$ cat src/rtl/apb_pkg.sv
// Shared APB definitions: bus widths, completer FSM states, default ID word
// and the byte-strobe merge helpers used by the register bank.
package apb_pkg;

  localparam int APB_ADDR_W = 32;
  localparam int APB_DATA_W = 32;
  localparam int APB_STRB_W = 4;

  localparam logic [APB_DATA_W-1:0] APB_ID_DEFAULT = 32'hA5B0_0001;

  typedef enum logic {
    IDLE,
    ACCESS
  } apb_state_e;

  function automatic logic [APB_DATA_W-1:0] strb_mask(input logic [APB_STRB_W-1:0] strb);
    logic [APB_DATA_W-1:0] mask;
    mask = '0;
    for (int i = 0; i < APB_STRB_W; i++) begin
      mask[8*i +: 8] = {8{strb[i]}};
    end
    return mask;
  endfunction

  function automatic logic [APB_DATA_W-1:0] strb_merge(input logic [APB_DATA_W-1:0] old_data,
                                                       input logic [APB_DATA_W-1:0] wdata,
                                                       input logic [APB_DATA_W-1:0] mask);
    return (old_data & ~mask) | (wdata & mask);
  endfunction

endpackage

$ cat src/rtl/apb_regbank.sv
// Word register storage with a synchronous byte-strobed write port and a
// combinational read port; index 0 always reads back the constant ID.
module apb_regbank
  import apb_pkg::*;
#(
  parameter int                    NUM_REGS = 8,
  parameter logic [APB_DATA_W-1:0] ID_VALUE = APB_ID_DEFAULT,
  parameter int                    IDX_W    = 3
) (
  input  logic                  clk,
  input  logic                  rst,
  input  logic                  we,
  input  logic [IDX_W-1:0]      widx,
  input  logic [APB_DATA_W-1:0] wdata,
  input  logic [APB_STRB_W-1:0] wstrb,
  input  logic [IDX_W-1:0]      ridx,
  output logic [APB_DATA_W-1:0] rdata
);

  logic [APB_DATA_W-1:0] mem [NUM_REGS];

  // Slot 0 backs the read-only ID and is never written.
  always_ff @(posedge clk) begin
    if (rst) begin
      for (int i = 0; i < NUM_REGS; i++) begin
        mem[i] <= '0;
      end
    end else if (we && (widx != '0)) begin
      mem[widx] <= strb_merge(mem[widx], wdata, strb_mask(wstrb));
    end
  end

  assign rdata = (ridx == '0) ? ID_VALUE : mem[ridx];

endmodule

$ cat src/rtl/apb_slave_regfile.sv
// APB completer with a strobed register bank, programmable wait states and
// PSLVERR for misaligned, out-of-range or read-only accesses.
module apb_slave_regfile
  import apb_pkg::*;
#(
  parameter int                    NUM_REGS    = 8,
  parameter int                    WAIT_STATES = 1,
  parameter logic [APB_DATA_W-1:0] ID_VALUE    = APB_ID_DEFAULT
) (
  input  logic                  PCLK,
  input  logic                  PRESET,
  input  logic                  PSEL,
  input  logic                  PENABLE,
  input  logic                  PWRITE,
  input  logic [APB_ADDR_W-1:0] PADDR,
  input  logic [APB_DATA_W-1:0] PWDATA,
  input  logic [APB_STRB_W-1:0] PSTRB,
  output logic [APB_DATA_W-1:0] PRDATA,
  output logic                  PREADY,
  output logic                  PSLVERR
);

  localparam int IDX_W = (NUM_REGS > 2) ? $clog2(NUM_REGS) : 1;

  apb_state_e            state;
  logic [3:0]            cnt;
  logic                  err_q;
  logic                  write_q;
  logic [IDX_W-1:0]      idx_q;
  logic [APB_DATA_W-1:0] wdata_q;
  logic [APB_STRB_W-1:0] strb_q;
  logic [APB_DATA_W-1:0] rdata_q;

  logic [29:0]           word_addr;
  logic [IDX_W-1:0]      idx_in;
  logic                  setup_err;
  logic                  ready;
  logic                  we;
  logic [APB_DATA_W-1:0] bank_rdata;

  assign word_addr = PADDR[31:2];
  assign idx_in    = PADDR[IDX_W+1:2];
  assign setup_err = (PADDR[1:0] != 2'b00) || (word_addr >= 30'(NUM_REGS)) ||
                     (PWRITE && (word_addr == 30'd0));

  assign ready = (state == ACCESS) && (cnt == 4'd0);
  assign we    = ready && PSEL && PENABLE && write_q && !err_q;

  always_ff @(posedge PCLK) begin
    if (PRESET) begin
      state   <= IDLE;
      cnt     <= 4'd0;
      err_q   <= 1'b0;
      write_q <= 1'b0;
      idx_q   <= '0;
      wdata_q <= '0;
      strb_q  <= '0;
      rdata_q <= '0;
    end else begin
      case (state)
        IDLE: begin
          // PSEL with PENABLE already high is a protocol violation and is ignored.
          if (PSEL && !PENABLE) begin
            err_q   <= setup_err;
            write_q <= PWRITE;
            idx_q   <= idx_in;
            wdata_q <= PWDATA;
            strb_q  <= PSTRB;
            rdata_q <= (setup_err || PWRITE) ? '0 : bank_rdata;
            cnt     <= 4'(WAIT_STATES);
            state   <= ACCESS;
          end
        end
        ACCESS: begin
          if (!PSEL) begin
            state <= IDLE;
          end else if (PENABLE) begin
            if (cnt != 4'd0) begin
              cnt <= cnt - 4'd1;
            end else begin
              state <= IDLE;
            end
          end
        end
        default: state <= IDLE;
      endcase
    end
  end

  apb_regbank #(
    .NUM_REGS (NUM_REGS),
    .ID_VALUE (ID_VALUE),
    .IDX_W    (IDX_W)
  ) u_regbank (
    .clk   (PCLK),
    .rst   (PRESET),
    .we    (we),
    .widx  (idx_q),
    .wdata (wdata_q),
    .wstrb (strb_q),
    .ridx  (idx_in),
    .rdata (bank_rdata)
  );

  assign PREADY  = ready;
  assign PSLVERR = ready && err_q;
  assign PRDATA  = ready ? rdata_q : '0;

endmodule

$ cat config.mk
export PLATFORM = sky130hd
export DESIGN_NAME = apb_slave_regfile
export DESIGN_NICKNAME = d
export VERILOG_FILES = /design/src/rtl/apb_pkg.sv /design/src/rtl/apb_regbank.sv /design/src/rtl/apb_slave_regfile.sv
export SDC_FILE = /design/constraint.sdc
export NUM_CORES = 1
export LEC_CHECK = 0
export ABC_AREA = 0
export CAP_MARGIN = 10
export CORE_MARGIN = 2
export CORE_UTILIZATION = 65
export DETAILED_ROUTE_END_ITERATION = 8
export PLACE_DENSITY = 0.94
export RECOVER_POWER = 25
export SYNTH_ARGS = -nofsm -noshare
export SYNTH_HDL_FRONTEND = slang
export SYNTH_SLANG_ARGS = --single-unit
export TNS_END_PERCENT = 30
$ cat constraint.sdc
create_clock -name PCLK -period 6.95 [get_ports PCLK]
set_input_delay 1.39 -clock PCLK [delete_from_list [all_inputs] [get_ports PCLK]]
set_output_delay 1.39 -clock PCLK [all_outputs]
set_load 0.02 [all_outputs]
Yosys cells after proc, flatten, opt, wreduce, memory -nomap -nowiden
Memories as Yosys holds them, arrays and structs flattened. A register that Yosys moved wholly into a read port is not among the register bits.
Index checks and enable logic that the tools add are counted.
{"block": "word_totals", "mem_bits_rw": 256, "memories": 1, "word_cells": 66, "latchBits": 0, "rom_bits": 0, "inputBits": 73, "register_bits": 78}
{"block": "classes", "order_cmp": 1, "shift": 0, "muxes": 23, "div_mod_pow": 0, "mul": 0, "bitwise": 5, "n_eq_ne": 4, "add_sub_neg": 1, "reduce_logical": 23}
{"memory": "u_regbank.mem", "words": 8, "word_bits": 32, "read_ports": 2, "rd_ports_with_merged_regs": 1, "write_ports": 8, "line_no": "apb_regbank.sv:20", "text": "logic [APB_DATA_W-1:0] mem [NUM_REGS];"}
{"cell": "32-bit two-way mux", "n": 4}
{"cell": "32-bit AND", "n": 2}
{"cell": "32-bit inverter", "n": 1}
{"cell": "32-bit bitwise OR", "n": 1}
{"cell": "32-bit OR reduction", "n": 1}
{"cell": "30-bit by 4-bit >= comparator with 1-bit output, second input constant", "n": 1}
{"cell": "30-bit zero test", "n": 1}
{"cell": "4-bit two-way mux", "n": 4}
{"cell": "1-bit two-way mux", "n": 10}
{"cell": "1-bit logical AND", "n": 9}
{"cell": "3-bit two-way mux", "n": 3}
{"cell": "4-bit one-hot mux with 2 select lines", "n": 1}
{"cell": "2-bit != test, second input constant", "n": 3}
{"cell": "4-bit zero test", "n": 1}
{"cell": "4-bit AND reduction", "n": 1}
{"cell": "4-bit nonzero test", "n": 1}
{"cell": "4-bit by 1-bit subtractor with 4-bit output, second input constant", "n": 1}
{"cell": "3-bit zero test", "n": 1}
{"cell": "1-bit logical OR", "n": 3}
{"cell": "3-bit nonzero test", "n": 1}
{"cell": "1-bit zero test", "n": 2}
{"cell": "2-bit by 1-bit != test with 1-bit output, second input constant", "n": 1}
{"cell": "1-bit one-hot mux with 2 select lines", "n": 1}
{"cell": "2-bit AND reduction", "n": 1}
{"cell": "2 further kinds", "n": 2}

Logic depth before layout (Yosys ltp)
Gate-level depths: netlist of the first run.
{"block": "depth", "ltp_word": 12, "mapped_depth": 9, "ltp_nobuf": 6}

Modules after synthesis
A second synthesis of the first run with hierarchy kept.
{"block": "unflattened", "hier_cells": 1553, "hier_area_um2": 17279.1}
{"mod": "apb_regbank", "cells_per_inst": 1217, "seq_area_each_um2": 7687.4, "n_inst": 1, "area_per_inst_um2": 14297.5}
{"mod": "apb_slave_regfile", "cells_per_inst": 336, "seq_area_each_um2": 1561.5, "n_inst": 1, "area_per_inst_um2": 2981.6}

Least setup slack after synthesis of the first run
No wires, ideal clock.
{"block": "synth_timing", "path_type": "input -> register", "startpoint": "input port PRESET", "endpoint": "memory u_regbank.mem[3][0], enable pin", "slack_ns": 3.288, "arrival_time_ns": 3.272, "setup_time_ns": 0.389, "path_stages": 6, "path_cell_list": "buf_4 > and4bb_2 > nand4_2 > or3b_1 > buf_6 > or2b_1"}
{"element": "start, declared", "line_no": "apb_slave_regfile.sv:11", "text": "input logic PRESET,"}
{"element": "end, declared", "line_no": "apb_regbank.sv:20"}

==> impl.org, run 1 <==
** Status
- The run finished, with violations left.
- Violations in the final reports :: max-capacitance violations, max-slew violations

** Die
- The total area inside the core boundary comes to 25900 sq um.
- Overall die area :: 27600 sq um
- For this design the top-level I/O count stands at 107.
- Effective utilization at floorplan :: 66.0%
- In this run the vertical extent of the chip is 166 um.
- Die width :: 166 um
- The floorplan has 59 rows.

** Detailed routing
- In the routed design, unresolved DRC markers number 0.
- The first routing iteration left 1398 violations.
- Detailed Route WL :: 45.2 mm
- Post-route antenna net violation count :: 0
- The first detailed-routing pass ran for 5 iterations.
- Routed via count :: 11800
- Wire length per cell after detailed routing :: 27.1 um
- Vias per inst :: 7.06

** Final layout
- Final-stage net count :: 1381
- Final non-filler cell total :: 1668
- Count of filler cells inserted in the layout :: 1483
- The library cells used most frequently in the layout, excluding fill and tap cells, are sky130_fd_sc_hd__edfxtp_1 (256), sky130_fd_sc_hd__nor3_1 (157), sky130_fd_sc_hd__mux4_2 (120), sky130_fd_sc_hd__nand2_1 (115), sky130_fd_sc_hd__clkdlybuf4s50_1 (101).
- Most frequent standard cell in the layout excluding fill and tap cells :: sky130_fd_sc_hd__edfxtp_1
- Post-route cell area :: 19300 sq um
- Number of diodes :: 0
- The post-route netlist has 23.7% of its cells at a drive strength greater than 1.
- Layout overhead on the synthesized area :: 13.1%

** Placed design
- Final weighted congestion in routability-driven placement :: 0.808
- Including well taps, the total number of placed cells is 1604.
- Before CTS, the worst setup slack after placement is 1980 ps.
- Summing all placed instances gives a cell area of 18300 sq um.
- Post-detailed-placement half-perimeter wirelength :: 25.9 mm
- In this run the tool buffered the top-level ports with 106 buffer cells.

** Min path
- Hold path startpoint :: rdata_q[15]
- The worst hold path passes through 2 cells.
- For hold timing, the worst endpoint is rdata_q[15].
- The path class of the tightest hold or removal check is flip-flop to flip-flop.

** GRT
- Vias in the first global route :: 12200
- Global routing used 32.7% of the available tracks across all layers.
- Initial antenna violation count :: 1
- The first global-routing pass estimated 68.8 mm of wire.
- Summed over all layers, the global routing overflow is 0.
- Entering global routing, the biggest net connects 65 pins.

** Clock network
- The number of clock buffers added by TritonCTS is 36.
- Buffers inserted to repair hold after CTS numbered 0.
- Clock transition at the registers of the reported paths :: 60 ps
- In this run the post-CTS setup repair buffer count came out at 0.
- CTS max path bufs :: 3
- Number of resized instances in the post-cts repair step :: 0
- Clock tree from TritonCTS :: built
- Worst skew pair latency :: 520 ps
- CTS built an H-tree with a depth of 2.
- CTS saw 337 sinks.
- CTS placed an instance of sky130_fd_sc_hd__clkbuf_16 at the clock tree root.

** Critical path
- Type of element capturing the critical path :: flip-flop
- The slowest stage of the critical path belongs to the cell sky130_fd_sc_hd__clkbuf_1.
- The startpoint identified for the worst register-to-register timing path is cnt[0].
- On the worst path, the slowest cell contributes a delay of 1720 ps.
- Type of origin of the critical path :: input port
- Highest fanout seen on the critical path :: 32
- Arrival time of the worst setup path :: 5040 ps
- Counting stages on the worst path, the most repeated cell is sky130_fd_sc_hd__clkbuf_1.
- Data on the critical path is required at its endpoint by 7110 ps.
- R2R depth :: 9
- The critical path is of the input port to flip-flop type.
- The worst register-to-register path ends at u_regbank.mem[3][12].
- The critical path goes through clkbuf_1 > and4bb_2 > and4b_1 > nand3_1 > clkbuf_1 > nor3_1.
- Flop-to-flop setup slack :: 2930 ps

** Timing
- Hold Vio Cnt, Final :: 0
- Setup repair after global routing left no endpoint under its margin.
- At the pin with the least slew margin, the transition time is 2410 ps.
- Number of setup violations in the final report :: 0
- Derived from the worst setup path, the maximum achievable clock frequency is 205 MHz.
- Relative slew slack :: -60.7%
- Number of pins with negative max-slew slack in the final report :: 196
- The clock arrives with 13.4 ps of skew.
- After routing, the total negative slack on setup checks comes to 0 ps.
- The worst path meets setup with 2070 ps of slack.
- Counting I/O delays and the setup requirement, the final critical path takes 4880 ps.
- The worst path uses 70.2% of the clock period.

** Job
- Max Cap Violations :: 6

** Synthesis
- Mean area per synthesized cell :: 14.2 sq um
- Counting flops with a built-in enable in the synthesized netlist gives 256.
- Among all flip-flop cells after synthesis, the most frequent one is sky130_fd_sc_hd__edfxtp_1.
- Synthesis inferred 337 register bits.
- The cell count after synthesis came out at 1207.
- In this run the cell area of the synthesized design comes to 17100 sq um.
- The netlist uses 47 different library cells.
- Number of warning messages in the yosys log :: 0
- For this run, the register share of the synthesized area comes to 54.5%.
- Fraction of synthesis flops using an asynchronous set or reset pin :: 0%

** Pwr
- Summing internal, switching and leakage power gives 4.65 mW.
- Cell area power density :: 241 nW/um^2
- Total leakage power :: 6.37 nW
- Worst-case vdd ir drop :: 0.000195 V
-- report_power, final --
group	switching, mW	total (mW)	leakage (nW)	internal [mW]
sequential	0.0584	2.29	3.29	2.24
clock	0.779	1.84	0.553	1.06
combinational	0.302	0.519	2.53	0.217
-- worst max-delay path: cells and delay by family --
| family | cells | cell delay (ps) |
|---|---|---|
| buffers and inverters | 2 | 2720 |
| AND/OR/NAND/NOR | 4 | 920 |
-- per-layer routing --
| metal | part of all wire [%] | global-route usage (%) | vias up | wire, um |
|---|---|---|---|---|
| met3 | 11 | 6.22 | 198 | 5180 |
| li1 | - | - | 4817 | - |
| met1 | 33 | 41.0 | 5791 | 15100 |
| met4 | 5.0 | 16.1 | 0 | 2260 |
| met5 | 0 | 0 | - | 0 |
| met2 | 50 | 55.4 | 972 | 22600 |
-- through the flow --
| stage | hold slack (ps) | util [%] |
|---|---|---|
| after floorplan | 417 | - |
| after global placement | 433 | 70.6 |
| after CTS | 446 | 74.9 |
| final | 442 | 74.6 |
| after detailed placement | 437 | 70.6 |
| after global routing | 453 | 74.6 |
-- cell type report --
class	count	area (sq um)	area share, %
Clock inverter	17	108	0.557
Sequential cell	337	9320	48.2
Timing Repair Buffer	132	1220	6.33
Inverter	2	7.51	0.0389
Clock buffer	47	1010	5.24
Tap cell	335	419	2.17
Multi-Input combinational cell	798	7230	37.4
-- synthesized netlist by cell type, types with 2 or more instances --
library cell | instances | area, sq um
sky130_fd_sc_hd__o21ai_1 | 20 | 100
sky130_fd_sc_hd__nor3_2 | 86 | 861
sky130_fd_sc_hd__buf_1 | 3 | 11.3
sky130_fd_sc_hd__mux2i_1 | 33 | 330
sky130_fd_sc_hd__or4_1 | 2 | 15.0
sky130_fd_sc_hd__a211oi_4 | 30 | 601
sky130_fd_sc_hd__o2bb2ai_1 | 8 | 70.1
sky130_fd_sc_hd__o21ai_0 | 12 | 60.1
sky130_fd_sc_hd__buf_4 | 5 | 37.5
sky130_fd_sc_hd__nor2b_1 | 60 | 375
sky130_fd_sc_hd__dfxtp_1 | 81 | 1620
sky130_fd_sc_hd__or3b_1 | 2 | 17.5
sky130_fd_sc_hd__buf_12 | 3 | 60.1
sky130_fd_sc_hd__buf_2 | 33 | 165
sky130_fd_sc_hd__nor2b_4 | 5 | 68.8
sky130_fd_sc_hd__nand3_1 | 2 | 10.0
sky130_fd_sc_hd__nor2_1 | 5 | 18.8
sky130_fd_sc_hd__edfxtp_1 | 256 | 7690
sky130_fd_sc_hd__and2_1 | 34 | 213
sky130_fd_sc_hd__nand4_1 | 4 | 25.0
sky130_fd_sc_hd__buf_6 | 13 | 146
sky130_fd_sc_hd__xor2_1 | 2 | 17.5
sky130_fd_sc_hd__a22o_1 | 8 | 70.1
sky130_fd_sc_hd__or3b_2 | 2 | 17.5
sky130_fd_sc_hd__a21oi_1 | 41 | 205
sky130_fd_sc_hd__nand2b_1 | 8 | 50.1
sky130_fd_sc_hd__nor4_1 | 6 | 37.5
sky130_fd_sc_hd__mux4_2 | 120 | 2700
sky130_fd_sc_hd__a211oi_2 | 2 | 25.0
sky130_fd_sc_hd__inv_1 | 2 | 7.51
sky130_fd_sc_hd__nand2_1 | 115 | 432
sky130_fd_sc_hd__nor3_1 | 145 | 726
sky130_fd_sc_hd__nand3b_1 | 2 | 15.0
sky130_fd_sc_hd__clkbuf_1 | 44 | 165
-- how the worst max path moves through the flow --
stage,start,cells past startpoint,to
after floorplan,PRESET,6,u_regbank.mem[3][0]
after global routing,PRESET,6,u_regbank.mem[6][25]
after global placement,PENABLE,7,u_regbank.mem[3][31]
after CTS,PENABLE,7,u_regbank.mem[3][12]
final,PRESET,6,u_regbank.mem[6][11]
after detailed placement,PENABLE,7,u_regbank.mem[3][31]
-- registers in the layout, indices dropped and copies added (netlist names), named ones only --
| name | count |
|---|---|
| cnt | 4 |
| err_q | 1 |
| idx_q | 3 |
| rdata_q | 32 |
| state | 1 |
| strb_q | 4 |
| u_regbank.mem | 256 |
| wdata_q | 32 |
| write_q | 1 |
-- logic make-up (layout without fill, tap and decap cells) --
group / after synthesis / count (layout) / share of synthesized area, %
AOI/OAI and AO/OA: 123 / 123 / 6.71
xor gates and xnor gates: 2 / 2 / 0.103
adders and majority gates: 1 / 1 / 0.0732
buffers and inverters: 103 / 198 / 3.47
DFF: 337 / 337 / 54.5
muxes: 153 / 153 / 17.7
other: 1 / 32 / 0.0219
and+or+nand+nor: 487 / 487 / 17.4
No activity file was read; power rests on OpenSTA's default activity.
==> run 2: changes to the inputs <==
- CORE_UTILIZATION: 65 -> 54
- PLACE_DENSITY: 0.94 -> 0.85
- clock period: 6.95 -> 4.1 ns (I/O delays scaled with it)
==> impl.org, run 2 (synthesized netlist as in run 1, its figures left out) <==
** Clock network
- TritonCTS built the clock tree.
- The number of clock buffers added by TritonCTS is 36.
- Number of hold-repair buffers added at the cts stage :: 0
- The later pin in the worst-skew pair is clocked with a latency of 520 ps.
- CTS max path bufs :: 3
- Clock transition at the registers of the reported paths :: 60 ps
- Maximum level of the CTS H-tree :: 2
- Setup bufs post-CTS :: 0
- Number of resized instances in the post-cts repair step :: 0
- The clock drives 337 sinks.
- Clk Tree Root Cell :: sky130_fd_sc_hd__clkbuf_16

** Placed design
- Final weighted congestion in routability-driven placement :: 0.802
- Number of buffer cells added on primary ports :: 106
- Timing analysis after detailed placement gives a worst setup slack of 847 ps.
- After detailed placement, the design holds a cell count of 1687.
- Post-DP Area :: 18600 sq um
- Post-detailed-placement half-perimeter wirelength :: 26.3 mm

** Pwr
- In this run the power spent charging and discharging nets is 1.90 mW.
- The analysis attributes to cell leakage a power of 6.48 nW.
- Part of the total power dissipated in the clock network :: 39.8%
- Share of power burned in combinational logic :: 11.1%
- Worst-case vdd ir drop :: 0.000340 V
- Total chip power :: 7.92 mW
- Internal :: 6.02 mW
- Net Sw Frac :: 24.0%
- Share of total power in sequential cells :: 49.1%
- Cell area power density :: 403 nW/um^2

** Die
- For this configuration, the core starts out at a cell density of 54.4%.
- Die width :: 182 um
- Number of rows in the core area :: 65
- Core Region :: 31400 sq um
- The floorplan step defined a die boundary enclosing 33100 sq um.
- 107 I/O pins were placed.
- From bottom edge to top edge, the die measures 182 um.

** Critical path
- Setup CP Type :: input port to flip-flop
- In this run the worst path has a maximum fanout of 55.
- The worst setup path is captured at a flip-flop.
- The number of cells on the worst reg-to-reg path is 8.
- Across all register-to-register paths, the minimum setup slack is 1210 ps.
- Type of origin of the critical path :: input port
- Worst path cell trace :: clkbuf_1 > buf_4 > nand2b_1 > clkbuf_2
- Worst endpoint required time :: 4230 ps
- The startpoint identified for the worst register-to-register timing path is cnt[0].
- On the worst path, the slowest cell contributes a delay of 1250 ps.
- Worst path slowest cell :: sky130_fd_sc_hd__clkbuf_1
- Data arrives at the worst endpoint at 3740 ps.
- The worst register-to-register path ends at u_regbank.mem[7][0].
- The kind of cell with the highest combined delay along the critical path is buffers and inverters.
- Worst Path Buf+Inv :: 3

** Timing
- Summed over all failing endpoints, the final setup total negative slack is 0 ps.
- Minimum setup slack in the final design :: 487 ps
- Setup repair after global routing left no endpoint under its margin.
- The total count of max-transition violations in the final report is 122.
- Hold Vio Cnt, Final :: 0
- Transition time of the tightest slew-check pin :: 2350 ps
- The clock period could shrink to 3610 ps.
- For the final database, setup skew stands at 17.6 ps.
- Final Hold Slack :: 444 ps
- In the finished design, the share of the clock period the worst path needs comes to 88.1%.
- Headroom to the max-slew limit came out at -56.4%.
- Max Freq :: 277 MHz
- Setup violations remaining at the end of the flow were counted as 0.

** GRT
- For this run, the total global-route usage over all layers was measured as 26.5%.
- For this run the aggregate overflow at the end of global routing stands at 0.
- Entering global routing, the biggest net connects 56 pins.
- The number of global-route vias before repair was 11900.
- The number of antenna violations at the first check in global routing came to 0.
- Wire length of the first global-routing pass :: 66.8 mm

** Min path
- Hold Path Class :: flip-flop to flip-flop
- Along the worst hold path, the cell count comes to 2.
- The worst hold path terminates at rdata_q[30].
- Hold path startpoint :: rdata_q[30]

** Detailed routing
- Vias per inst :: 6.47
- The routed layout has 11300 vias.
- Dividing the detail-routed wire length by the instance count gives 24.6 um.
- Before antenna repair, the detailed router went through 5 iterations.
- Drt first-iter violations :: 1065
- Total DRC errors in the routed layout :: 0
- Detailed Route WL :: 43.1 mm
- Post-route antenna net violation count :: 0

** Final layout
- Largest regs :: u_regbank.mem x256, rdata_q x32, wdata_q x32
- In the layout the commonest cells are sky130_fd_sc_hd__edfxtp_1 (256), sky130_fd_sc_hd__nor3_1 (145), sky130_fd_sc_hd__mux4_2 (120), sky130_fd_sc_hd__nand2_1 (115), sky130_fd_sc_hd__clkdlybuf4s50_1 (101).
- The layout has 2219 filler cells.
- Number of diodes :: 0
- Most frequent standard cell in the layout excluding fill and tap cells :: sky130_fd_sc_hd__edfxtp_1
- Post-route cell area :: 19700 sq um
- Largest register FFs :: 256
- The area growth from synthesis to layout is 15.1%.
- Final core utilization :: 62.6%
- Sequential standard cell area :: 9320 sq um
- Final-stage net count :: 1397
- Once layout is complete, the cells apart from fillers number 1753.
- Of the cells placed in the final design, the portion with a size suffix greater than 1 is 25.6%.
- Ranked by flip-flop count, first place goes to u_regbank.mem.
- In the final layout, the multi-input gates occupy 7310 sq um.

** Status
- The final reports fail on max-capacitance violations, max-slew violations.
- The flow ran to the end, but the final reports show violations.

** Job
- Max Cap Violations :: 3
## run 2: cell types whose count changed in the layout (fill, tap and decap cells not counted), moves of 4 or more
cell	change
sky130_fd_sc_hd__clkbuf_1	+5
sky130_fd_sc_hd__nor3_2	+12
sky130_fd_sc_hd__clkbuf_2	+5
sky130_fd_sc_hd__buf_12	+4
sky130_fd_sc_hd__nor3_1	-12
sky130_fd_sc_hd__buf_4	+10
## run 2: power by group through the flow
| stage | logic (mW) | registers (mW) | clock network [mW] |
|---|---|---|---|
| after detailed placement | 0.867 | 3.95 | 0 |
| after floorplan | 0.643 | 3.90 | 0 |
| final | 0.880 | 3.89 | 3.15 |
| after global routing | 0.934 | 3.90 | 3.28 |
| after global placement | 0.842 | 3.94 | 0 |
| after CTS | 0.875 | 3.88 | 3.16 |
## run 2: final cells by class
| type | instances | share of cell area, % |
|---|---|---|
| sequential | 337 | 47.4 |
| multi-input combinational | 798 | 37.2 |
| timing repair buffer | 148 | 7.08 |
| clock buffer | 53 | 5.17 |
| tap | 402 | 2.56 |
| clock inverter | 13 | 0.585 |
| inverter | 2 | 0.0382 |
## run 2: worst max path at each step
| stage | cells after the start | end | from |
|---|---|---|---|
| after floorplan | 6 | u_regbank.mem[3][0] | PRESET |
| after global placement | 6 | u_regbank.mem[3][29] | PENABLE |
| after detailed placement | 6 | u_regbank.mem[5][7] | PENABLE |
| after CTS | 6 | PRDATA[30] | cnt[0] |
| after global routing | 4 | u_regbank.mem[4][18] | PRESET |
| final | 4 | u_regbank.mem[2][11] | PRESET |
## run 2: tightest hold or removal path: stages (launching register included)
cell and delay [ps]:
sky130_fd_sc_hd__dfxtp_1 320, sky130_fd_sc_hd__nand2_1 40, sky130_fd_sc_hd__o21ai_0 50
## run 2: layer usage
metal,share of wire (%),GRT usage (%),vias to the layer above
li1,-,-,4864
met3,9.9,5.01,105
met4,2.9,9.26,0
met2,51,46.6,725
met5,0,0,-
met1,36,33.1,5653
==> RTL edit, RTL diff (config.mk and constraints of run 1) <==
Make the reset (`PRESET` and `rst`) asynchronous in 2 clocked blocks.
--- a/src/rtl/apb_regbank.sv
+++ b/src/rtl/apb_regbank.sv
@@ -22,3 +22,3 @@
   // Slot 0 backs the read-only ID and is never written.
-  always_ff @(posedge clk) begin
+  always_ff @(posedge clk or posedge rst) begin
     if (rst) begin
--- a/src/rtl/apb_slave_regfile.sv
+++ b/src/rtl/apb_slave_regfile.sv
@@ -48,3 +48,3 @@
 
-  always_ff @(posedge PCLK) begin
+  always_ff @(posedge PCLK or posedge PRESET) begin
     if (PRESET) begin
Formal check against the unedited RTL: differs if PRESET is asserted again (counterexample within 4 cycles, from zero or initial values and one cycle with PRESET high); with PRESET held inactive, the same outputs for 4 cycles.
==> RTL edit against run 1 <==
  * The run still ends with max-capacitance violations, max-slew violations left
  * Non-clock buffer count decreased by 9
  * Sequential cell count decreased by 3
  * Total power increased by 7.7%
  * Final area decreased by 3.4%
  * Wire length decreased by 4.1%
  * Worst setup slack improved by 260 ps
  * Final cell count increased by 13%
  * Largest power group unchanged
  * Area after synthesis decreased by 3.1%
  * Via count increased by 8.3%
==> RTL edit: results (changes against run 1) <==
Sequential share of the synthesized area - 0.505 (-0.0397)
Final setup skew - 16.1 ps (+2.72 ps)
Layout cell share with drive strength beyond 1 - 0.137 (-0.100)
H-tree depth - 2 (unchanged)
Detailed Place HPWL - 24200 um (-6.5%)
R2R setup slack - 3140 ps (+210 ps)
Max VDD drop - 0.168 mV (-14%)
Initial antenna violation count - 0 (-1)
Max-slew violation count - 189 (-3.6%)
FF-to-FF End - u_regbank.mem[148]
Hold path cells - 0 (-2)
Total CTS buffers - 35 (-2.8%)
Area contributors post-synth - dfrtp_1 (50%), mux2i_1 (12%), mux4_2 (6.7%), o21ai_0 (5.8%), nand2_1 (5.2%)
Mux contribution to synthesized area - 0.218 (+0.0410)
Async set-reset flop share out of synthesis - 1.00 (+1.00)
Fill cells - 1537 (+3.6%)
Placer Congestion - 0.829 (+2.6%)
Worst Path Max Fanout - 29 (-9.4%)
Area of placed instances - 17600 um2 (-3.9%)
Launch point of the worst reg-to-reg path - cnt[0]
TritonRoute pass-1 iters - 8 (+3)
Register-to-Register Path Depth - 8 (-1)
Total of max-cap violations - 4 (-2)
Failing checks - max-capacitance violations, max-slew violations
Synth Area in Compound Gates - 0.131 (+0.0637)
Adder-cell share of the synthesized area - 0.000756 (+0.0000238)
Iter 0 DRT Violations - 1537 (+9.9%)
DP Worst Slack - 2660 ps (+675 ps)
Avg Cell Area, Syn - 11.0 um2 (-23%)
Hold path endpoint - u_regbank.mem[247]
Critical path data arrival time - 3230 ps (-1810 ps)
Relative slew margins - -0.394 (+0.213)
GRT Total Usage - 0.332 (+0.00409)
Vias per cell - 6.78 (-4.0%)
Xor and xnor area share after synthesis - 0 (-0.00103)
First-pass GRT wire length - 69600 um (+1.2%)
Vias in the first global route - 13473 (+10%)
Status - finished, violations left
Total Wirelength - 43400 um (-4.1%)
Number of antenna diodes - 0 (unchanged)
Commonest cells in the netlist - dfrtp_1 (334), nand2_1 (230), mux2i_1 (206)
## RTL edit: report_power, final
part	switching [uW]	total, uW	internal (uW)
sequential	182	2260	2070
clock	768	1820	1050
combinational	546	936	389
total	1500	5010	3520
## RTL edit: cell families after synthesis
family          count (synthesis)
simple gates                  344
compound gates                351
buf+inv                       186
fa+ha+maj                       1
flops                         334
mux                           295
## RTL edit: how the worst max path moves through the flow
stage	slack, ps	endpoint	startpoint	cells past startpoint
CTS	2360	PRDATA[19]	cnt[0]	6
detailed placement	2660	u_regbank.mem[159]	PENABLE	6
global route	2130	rdata_q[28]	PSEL	6
finish	2330	PRDATA[19]	cnt[0]	6
global placement	2910	u_regbank.mem[158]	PENABLE	6
floorplan	1100	cnt[0]	PRESET	1
## RTL edit: area by class of cell
cell class	instances	area [um2]	area share
multi-input cells	991	7440	0.399
clock buffers	48	1010	0.0540
inverters	43	163	0.00872
clock inverters	12	88.8	0.00476
well taps	330	413	0.0221
repair buffers	123	1180	0.0635
flip-flops and latches	334	8360	0.448
## RTL edit: stage by stage
step / hold WS (ps) / total power (uW)
floorplan: 428 / 2910
global placement: 366 / 3130
detailed placement: 367 / 3190
CTS: 380 / 5000
global route: 383 / 5180
finish: 383 / 5010
## RTL edit: routing by layer
metal | share of wire | wire length [um] | GRT usage
met1 | 0.38 | 16400 | 0.429
met2 | 0.49 | 21200 | 0.544
met3 | 0.094 | 4100 | 0.0622
met4 | 0.037 | 1620 | 0.161
met5 | 0 | 0 | 0
## RTL edit: critical path: stages (launching register included)
cell and delay [ps]:
dfrtp_1 400, inv_1 70, ha_1 210, nor4bb_4 700, buf_4 480, and2_1 230, clkdlybuf4s50_1 620
